--- config.mk ---
export PLATFORM = sky130hd
export DESIGN_NAME = result_controller
export DESIGN_NICKNAME = d
export VERILOG_FILES = /design/src/rtl/result_pkg.sv /design/src/rtl/result_controller_rr_arbiter2.sv /design/src/rtl/result_controller.sv
export SDC_FILE = /design/constraint.sdc
export NUM_CORES = 1
export LEC_CHECK = 0
export ABC_AREA = 1
export CORE_AREA = 2 2 50 52
export DETAILED_ROUTE_END_ITERATION = 8
export DIE_AREA = 0 0 52 54
export DONT_BUFFER_PORTS = 1
export PLACE_DENSITY = 0.68
export SLEW_MARGIN = 20
export SYNTH_ARGS = -nofsm -noshare
export SYNTH_HDL_FRONTEND = slang
export SYNTH_SLANG_ARGS = --single-unit
--- constraint.sdc ---
create_clock -name clk -period 3.4 [get_ports clk]
set_clock_uncertainty 0.15 [all_clocks]
set_input_delay 0.34 -clock clk [delete_from_list [all_inputs] [get_ports clk]]
set_output_delay 0.34 -clock clk [all_outputs]
set_load 0.01 [all_outputs]
--- src/rtl/result_pkg.sv ---
// rtl/result_pkg.sv - shared types and defaults for the result controller
package result_pkg;

    localparam int DEF_NUM_SLOTS = 10;
    localparam int DEF_DATA_W    = 16;
    localparam int IDX_W         = 4;

    typedef enum logic [1:0] {
        COLLECT = 2'd0,
        DRAIN   = 2'd1,
        CLEAR   = 2'd2
    } state_e;

endpackage

--- src/rtl/result_controller_rr_arbiter2.sv ---
// rtl/result_controller_rr_arbiter2.sv - two-input round-robin arbiter with enable
module rr_arbiter2 (
    input  logic       clk,
    input  logic       rst,
    input  logic       en,
    input  logic [1:0] req,
    output logic [1:0] gnt
);

    // ptr_q == 0 favours requester 0 (A), 1 favours requester 1 (B)
    logic ptr_q;
    logic ptr_d;

    // pick a winner and move the pointer away from whoever won
    always_comb begin
        gnt   = 2'b00;
        ptr_d = ptr_q;
        if (en) begin
            case (req)
                2'b01:   gnt = 2'b01;
                2'b10:   gnt = 2'b10;
                2'b11:   gnt = ptr_q ? 2'b10 : 2'b01;
                default: gnt = 2'b00;
            endcase
        end
        if (gnt[0]) begin
            ptr_d = 1'b1;
        end else if (gnt[1]) begin
            ptr_d = 1'b0;
        end
    end

    // pointer register
    always_ff @(posedge clk or posedge rst) begin
        if (rst) begin
            ptr_q <= 1'b0;
        end else begin
            ptr_q <= ptr_d;
        end
    end

endmodule

--- src/rtl/result_controller.sv ---
// rtl/result_controller.sv - result register file sequencer/arbiter; optional error flag under RESULT_CTRL_ERR_EN
module result_controller
    import result_pkg::*;
#(
    parameter int NUM_SLOTS = DEF_NUM_SLOTS,
    parameter int DATA_W    = DEF_DATA_W
) (
    input  logic              clk,
    input  logic              rst,
    input  logic              req_a,
    input  logic              req_b,
    input  logic [DATA_W-1:0] data_a,
    input  logic [DATA_W-1:0] data_b,
    output logic              gnt_a,
    output logic              gnt_b,
    input  logic              start_drain,
    output logic              out_valid,
    output logic [DATA_W-1:0] out_data,
    input  logic              out_ready,
    output logic              rf_w_enable,
    output logic [IDX_W-1:0]  rf_in_sel,
    output logic [DATA_W-1:0] rf_in_data,
    output logic              rf_clear,
    output logic [IDX_W-1:0]  rf_out_sel,
    input  logic [DATA_W-1:0] rf_out_data,
    output logic [IDX_W-1:0]  count,
    output logic              full,
    output logic              busy,
    output logic              err
);

    localparam logic [IDX_W-1:0] SLOTS_L = IDX_W'(NUM_SLOTS);

    state_e           state_q, state_d;
    logic [IDX_W-1:0] count_q, count_d;
    logic [IDX_W-1:0] rd_ptr_q, rd_ptr_d;
    logic [IDX_W-1:0] last_idx;
    logic [1:0]       gnt;
    logic             arb_en;
    logic             drain_ok;

    assign full     = (count_q == SLOTS_L);
    assign busy     = (state_q != COLLECT);
    assign count    = count_q;
    assign last_idx = count_q - 1'b1;
    assign arb_en   = (state_q == COLLECT) && !full;
    assign gnt_a    = gnt[0];
    assign gnt_b    = gnt[1];
    // a drain is accepted only if it will find at least one entry, counting a same-cycle write
    assign drain_ok = (state_q == COLLECT) && start_drain && (count_d != '0);

    rr_arbiter2 u_arb (
        .clk (clk),
        .rst (rst),
        .en  (arb_en),
        .req ({req_b, req_a}),
        .gnt (gnt)
    );

    // next-state, counters and register-file/stream outputs
    always_comb begin
        state_d     = state_q;
        count_d     = count_q;
        rd_ptr_d    = rd_ptr_q;
        rf_w_enable = 1'b0;
        rf_in_sel   = '0;
        rf_in_data  = '0;
        rf_clear    = 1'b0;
        rf_out_sel  = '0;
        out_valid   = 1'b0;
        out_data    = '0;
        case (state_q)
            COLLECT: begin
                if (gnt != 2'b00) begin
                    rf_w_enable = 1'b1;
                    rf_in_sel   = count_q;
                    rf_in_data  = gnt[0] ? data_a : data_b;
                    count_d     = count_q + 1'b1;
                end
                if (start_drain && (count_d != '0)) begin
                    state_d  = DRAIN;
                    rd_ptr_d = '0;
                end
            end
            DRAIN: begin
                out_valid  = 1'b1;
                rf_out_sel = rd_ptr_q;
                out_data   = rf_out_data;
                if (out_ready) begin
                    rd_ptr_d = rd_ptr_q + 1'b1;
                    if (rd_ptr_q == last_idx) begin
                        state_d = CLEAR;
                    end
                end
            end
            CLEAR: begin
                rf_clear = 1'b1;
                count_d  = '0;
                rd_ptr_d = '0;
                state_d  = COLLECT;
            end
            default: begin
                state_d = COLLECT;
            end
        endcase
    end

    // state, count and read pointer registers
    always_ff @(posedge clk or posedge rst) begin
        if (rst) begin
            state_q  <= COLLECT;
            count_q  <= '0;
            rd_ptr_q <= '0;
        end else begin
            state_q  <= state_d;
            count_q  <= count_d;
            rd_ptr_q <= rd_ptr_d;
        end
    end

`ifdef RESULT_CTRL_ERR_EN
    logic err_q, err_d;

    // sticky error: request against a full file, or a drain request that finds nothing
    always_comb begin
        err_d = err_q;
        if (state_q == CLEAR) begin
            err_d = 1'b0;
        end else if (state_q == COLLECT) begin
            if ((full && (req_a || req_b)) || (start_drain && !drain_ok)) begin
                err_d = 1'b1;
            end
        end
    end

    // error flag register
    always_ff @(posedge clk or posedge rst) begin
        if (rst) begin
            err_q <= 1'b0;
        end else begin
            err_q <= err_d;
        end
    end

    assign err = err_q;
`else
    assign err = 1'b0;
`endif

endmodule

======== Yosys cells after proc, flatten, opt, wreduce, memory -nomap -nowiden ========
Cells that the tools add are included.
storage, ports and cells
  register bits ........................... 11
  input port bits ......................... 54
  output and inout port bits .............. 52
operators by class
  add/subtract/negate cells ............... 3
  equal/unequal tests ..................... 10
  multiplexer cells ....................... 26
  reductions and logical operators ........ 11
operators by type and width
  operator               number
  $mux W16               4
  $mux W4                7
  $pmux W4 S3            1
  $mux W2                5
  $add A4 B1 Y4 const B  2
  $pmux W4 S2            1
  $eq A2 B2 Y1 const B   3
  $mux W1                6
  $pmux W2 S3            1
  $reduce_and A3 Y1      2
  $reduce_bool A2 Y1     3
  $eq A2 B1 Y1 const B   2
  $eq A4 B4 Y1           1
  $eq A4 B4 Y1 const B   1
  $ne A2 B2 Y1 const B   2
  $pmux W2 S2            1
  $reduce_bool A4 Y1     1
  $sub A4 B1 Y4 const B  1
  $reduce_bool A3 Y1     1
  $logic_and A1 B1 Y1    2
  $logic_not A2 Y1       1
  $ne A2 B1 Y1 const B   1
  $logic_not A1 Y1       1

======== Longest topological paths before layout ========
  depth in word-level cells ............... 11
  depth in mapped cells ................... 14
  depth with buffers taken out ............ 14

======== Hierarchy ========
A second synthesis with hierarchy kept.
unflattened totals
  cells, all modules ...................... 206
  area total of the unflattened synthesis .. 1221.2 sq um
by module, submodules not included
  module             times used  cells each  area an instance (sq um)  sequential area each (sq um)
  result_controller  1           193         1146.1                    250.2
  rr_arbiter2        1           13          75.1                      25.0

======== Least setup slack after synthesis ========
No wires, ideal clock.
  kind .................................... flip-flop to output port
  from .................................... register count_q[0], in the netlist count[0]
  to ...................................... output port rf_in_data[10]
  arrival ................................. 1.655 ns
  required time ........................... 2.910 ns
  setup slack ............................. 1.255 ns
  stages on the path, launching flop included .. 8
  buffers on the path ..................... 1
  path through ............................ dfrtp_1 inv_1 ha_1 nand3_4 nand4_2 clkbuf_1 nand2_1 a21oi_1
on the way
  cells in the longest elaborated chain, start to end .. 7
RTL lines
  element                                         line                                 text
  start: declaration                              result_controller.sv:35              logic [IDX_W-1:0] count_q, count_d;
  start signal: assignment                        result_controller.sv:116             count_q <= count_d;
  $eq A4 B4 Y1 *                                  result_controller.sv:42              assign full = (count_q == SLOTS_L);
  $logic_not A1 Y1 *                              result_controller.sv:46              assign arb_en = (state_q == COLLECT) && !full;
  $logic_and A1 B1 Y1 *                           result_controller.sv:46
  $mux W2 *                                       result_controller_rr_arbiter2.sv:18  if (en) begin
  $mux W16 or $reduce_bool A2 Y1 (tied branches)  --
  $mux W16 *                                      result_controller.sv:74              if (gnt != 2'b00) begin
  $mux W16 *                                      result_controller.sv:72              case (state_q)
  end: declaration                                result_controller.sv:22              output logic [DATA_W-1:0] rf_in_data,
Mark *: on every way between the ends. The rest lies on a longest branch, timed or not.

======== Worst setup path after layout ========
  from .................................... register count_q[0], in the netlist count[0]
  to ...................................... output port rf_in_data[10]
on the way
  cells in the longest elaborated chain, start to end .. 7
RTL lines
  element                                         line                                 text
  $eq A4 B4 Y1 *                                  result_controller.sv:42
  $logic_not A1 Y1 *                              result_controller.sv:46
  $logic_and A1 B1 Y1 *                           result_controller.sv:46
  $mux W2 *                                       result_controller_rr_arbiter2.sv:18
  named net gnt_a                                 result_controller.sv:14              output logic gnt_a,
  $mux W16 or $reduce_bool A2 Y1 (tied branches)  --
  $mux W16 *                                      result_controller.sv:74
  $mux W16 *                                      result_controller.sv:72
Mark *: on every way through the listed nets, which the timed path passes. The rest lies on a longest branch.

==> results.py <==
metrics = {
    "outcome": {
        "status": "complete, no violations",
    },
    "drt": {
        "wl_met3_um": 202,
        "wl_um": 2930,
        "vias": 1187,
        "first_pass_iters": 4,
        "drt_iter0_markers": 27,
        "wl_met2_um": 1510,
        "ant_nets": 0,
        "met1_length_um": 1170,
        "drc": 0,
        "via_per_inst": 5.23,
        "wire_per_inst_um": 12.9,
        "top_layer_used": "met4",
    },
    "layout": {
        "areaGrowthSynthToFinish_pct": 3.02,
        "fillers": 257,
        "layout-drive-gt1-share": 0.0711,
        "nNetsFinal": 257,
        "post-route-cell-area_um2": 1240,
        "diodes": 0,
    },
    "floorplanning": {
        "die_area_um2": 2810,
        "core_area_um2": 2320,
        "ios": 106,
        "rows": 18,
        "start_util": 0.517,
        "die_x_um": 52,
        "die_h_um": 54,
    },
    "yosys": {
        "syn-mean-instance-area_um2": 6.03,
        "yosys_warnings": 0,
        "yosysUniqueCellTypes": 25,
        "synth_edf_count": 0,
        "yosysTopAreaCellShare": 0.229,
        "postSynthNetCount": 258,
        "ys_seq_elements": 11,
        "synth.most_common_cell": "nand2_1",
        "seq_area_frac_synth": 0.229,
        "ys_top_cells_by_area": "dfrtp_1, nand2_1, inv_1, nor2_1, a21oi_1",
        "yosys_most_used_dff": "dfrtp_1",
        "async_reset_ff_frac": 1.00,
        "synthCells": 199,
        "yosysTopAreaCell": "dfrtp_1",
        "yosys-top-cells-count": "nand2_1, inv_1, nor2_1",
        "synthesis.area_um2": 1200,
    },
    "grt": {
        "grt_pass1_wl_um": 4030,
        "grt_usage": 0.195,
        "antenna_found_initial": 0,
        "grt_max_degree": 25,
        "overflow": 0,
        "grt_pass1_vias": 955,
    },
    "worst_setup_path": {
        "start_kind": "flip-flop",
        "path_buf_inv": 2,
        "critPathMaxFanout": 18,
        "path_class": "flip-flop to output port",
        "endpoint_kind": "output port",
        "cp_slowest_cell": "dfrtp_1",
        "crit_path_max_incr_delay_ns": 0.47,
        "worstPathArrival_ns": 2.39,
        "r2r_start": "count[0]",
        "crit_chain": "inv_1 -> ha_1 -> nand3_4 -> nand4_2 -> inv_2 -> nand2_1 -> a21oi_1",
        "required_ns": 2.91,
        "reg2regPathDepth": 13,
        "r2r_end": "rd_ptr_q[1]",
        "ff2ff_setup_slack_ns": 1.12,
        "cp_top_family": "simple AND/OR/NAND/NOR gates",
    },
    "sta": {
        "maxSlewViolCount": 0,
        "slew_headroom": 0.589,
        "worst_slack_ns": 0.521,
        "finalHoldViolations": 0,
        "rsz0062_at_grt": "no",
        "fin_crit_sh": 0.847,
        "worst_pin_slew_ns": 0.614,
        "min_period_ns": 2.88,
        "timing.fmax_mhz": 347,
        "tns_ns": 0,
        "setup_violations": 0,
    },
    "power_and_ir_drop": {
        "p_leak_nw": 0.682,
        "pwr_density_cell_nw_per_um2": 898,
        "ir_worst_vdd_uv": 628,
    },
    "place": {
        "place_area_um2": 1200,
        "gp_congestion": 0.761,
        "dp_hpwl_um": 2350,
        "pre_cts_slack_ns": 0.826,
        "portBuffers": 0,
    },
    "hold_path": {
        "whs_endpoint": "rd_ptr_q[0]",
        "hp-class": "primary input to flip-flop",
        "whs_path_depth": 2,
        "worstHoldStart": "out_ready",
    },
    "cts": {
        "cts-buffers-inserted": 3,
        "cts_tree": "done",
        "htreeDepth": 1,
        "clock_latency_ns": 0.28,
        "cts_resized": 0,
        "clkTransAtPathRegs_ns": 0.08,
        "cts_num_sinks": 11,
        "clockBufferDepth": 2,
        "root_buffer": "clkbuf_4",
    },
    "flow_run": {
        "maxCapViolCount": 0,
    },
}
[where the power goes]
| group | switching (mW) | leakage (nW) | internal [mW] |
|---|---|---|---|
| registers | 0.0981 | 0.141 | 0.185 |
| clock network | 0.0516 | 0.0150 | 0.0457 |
| logic | 0.511 | 0.526 | 0.219 |
[flip-flops by register name, summed over array words and instances (netlist names)]
| signal | flops |
|---|---|
| count | 4 |
| rd_ptr_q | 4 |
| u_arb.ptr_q | 1 |
| state_q | 2 |
[cells in the final DEF (no fill, tap or decap)]
| cell | n |
|---|---|
| o211ai_4 | 1 |
| nor3_1 | 2 |
| clkbuf_4 | 3 |
| conb_1 | 1 |
| nand2_1 | 55 |
| dlygate4sd3_1 | 1 |
| inv_1 | 34 |
| o21ai_0 | 4 |
| nand3_1 | 5 |
| o21ai_1 | 1 |
| dfrtp_1 | 11 |
| xnor2_1 | 3 |
| xor2_1 | 5 |
| nand2_2 | 3 |
| a21oi_4 | 1 |
| nand4_1 | 3 |
| nor2_4 | 1 |
| nor2_1 | 31 |
| clkbuf_1 | 1 |
| nand2_4 | 1 |
| ha_1 | 5 |
| a21oi_1 | 21 |
| nand4_2 | 1 |
| inv_2 | 2 |
| nand3_4 | 1 |
[final cells by class]
class | count | area [µm²] | area share
inverters | 36 | 135 | 0.109
repair buffers | 1 | 10.0 | 0.00810
well taps | 30 | 37.5 | 0.0304
flip-flops and latches | 11 | 275 | 0.223
multi-input cells | 145 | 752 | 0.608
clock buffers | 4 | 26.3 | 0.0213
[per-stage QoR]
step,utilization,total power [mW],hold slack [ns],instances
2_1_floorplan,-,0.908,0.0424,199
3_3_place_gp,0.517,0.991,0.0975,222
3_5_place_dp,0.517,1.02,0.113,222
4_1_cts,0.533,1.12,0.0476,227
5_1_grt,0.533,1.23,0.0665,227
6_report,0.533,1.11,0.0562,227
[how the worst max path moves through the flow]
stage	endpoint	slack (ns)	startpoint	depth (start not counted)
floorplan	rf_in_data[10]	1.25	count[0]	7
global placement	rf_in_data[10]	0.93	count[0]	7
detailed placement	rf_in_data[6]	0.83	count[0]	7
CTS	rf_in_data[10]	0.51	count[0]	7
global route	rf_in_data[4]	0.25	count[0]	7
finish	rf_in_data[10]	0.52	count[0]	7
[timing repair]
action	in CTS	in global routing
hold endpoints to repair	11	0
setup buffers	0	0
hold buffers	1	0
[kinds of logic (layout without fill, tap and decap cells)]
group           count (synthesis)  count (layout)  share of synthesized area
buf+inv                        43              41                      0.144
fa+ha+maj                       5               5                     0.0521
xor+xnor                        8               8                     0.0584
flops                          11              11                      0.229
other cells                     1               1                    0.00313
simple gates                  103             103                      0.373
compound gates                 28              28                      0.140
[metal layers]
layer	vias up	track usage
met5	-	0
met1	522	0.209
met4	0	0.101
met2	55	0.365
li1	603	-
met3	7	0.0333
(Power assumes the default switching activity.)
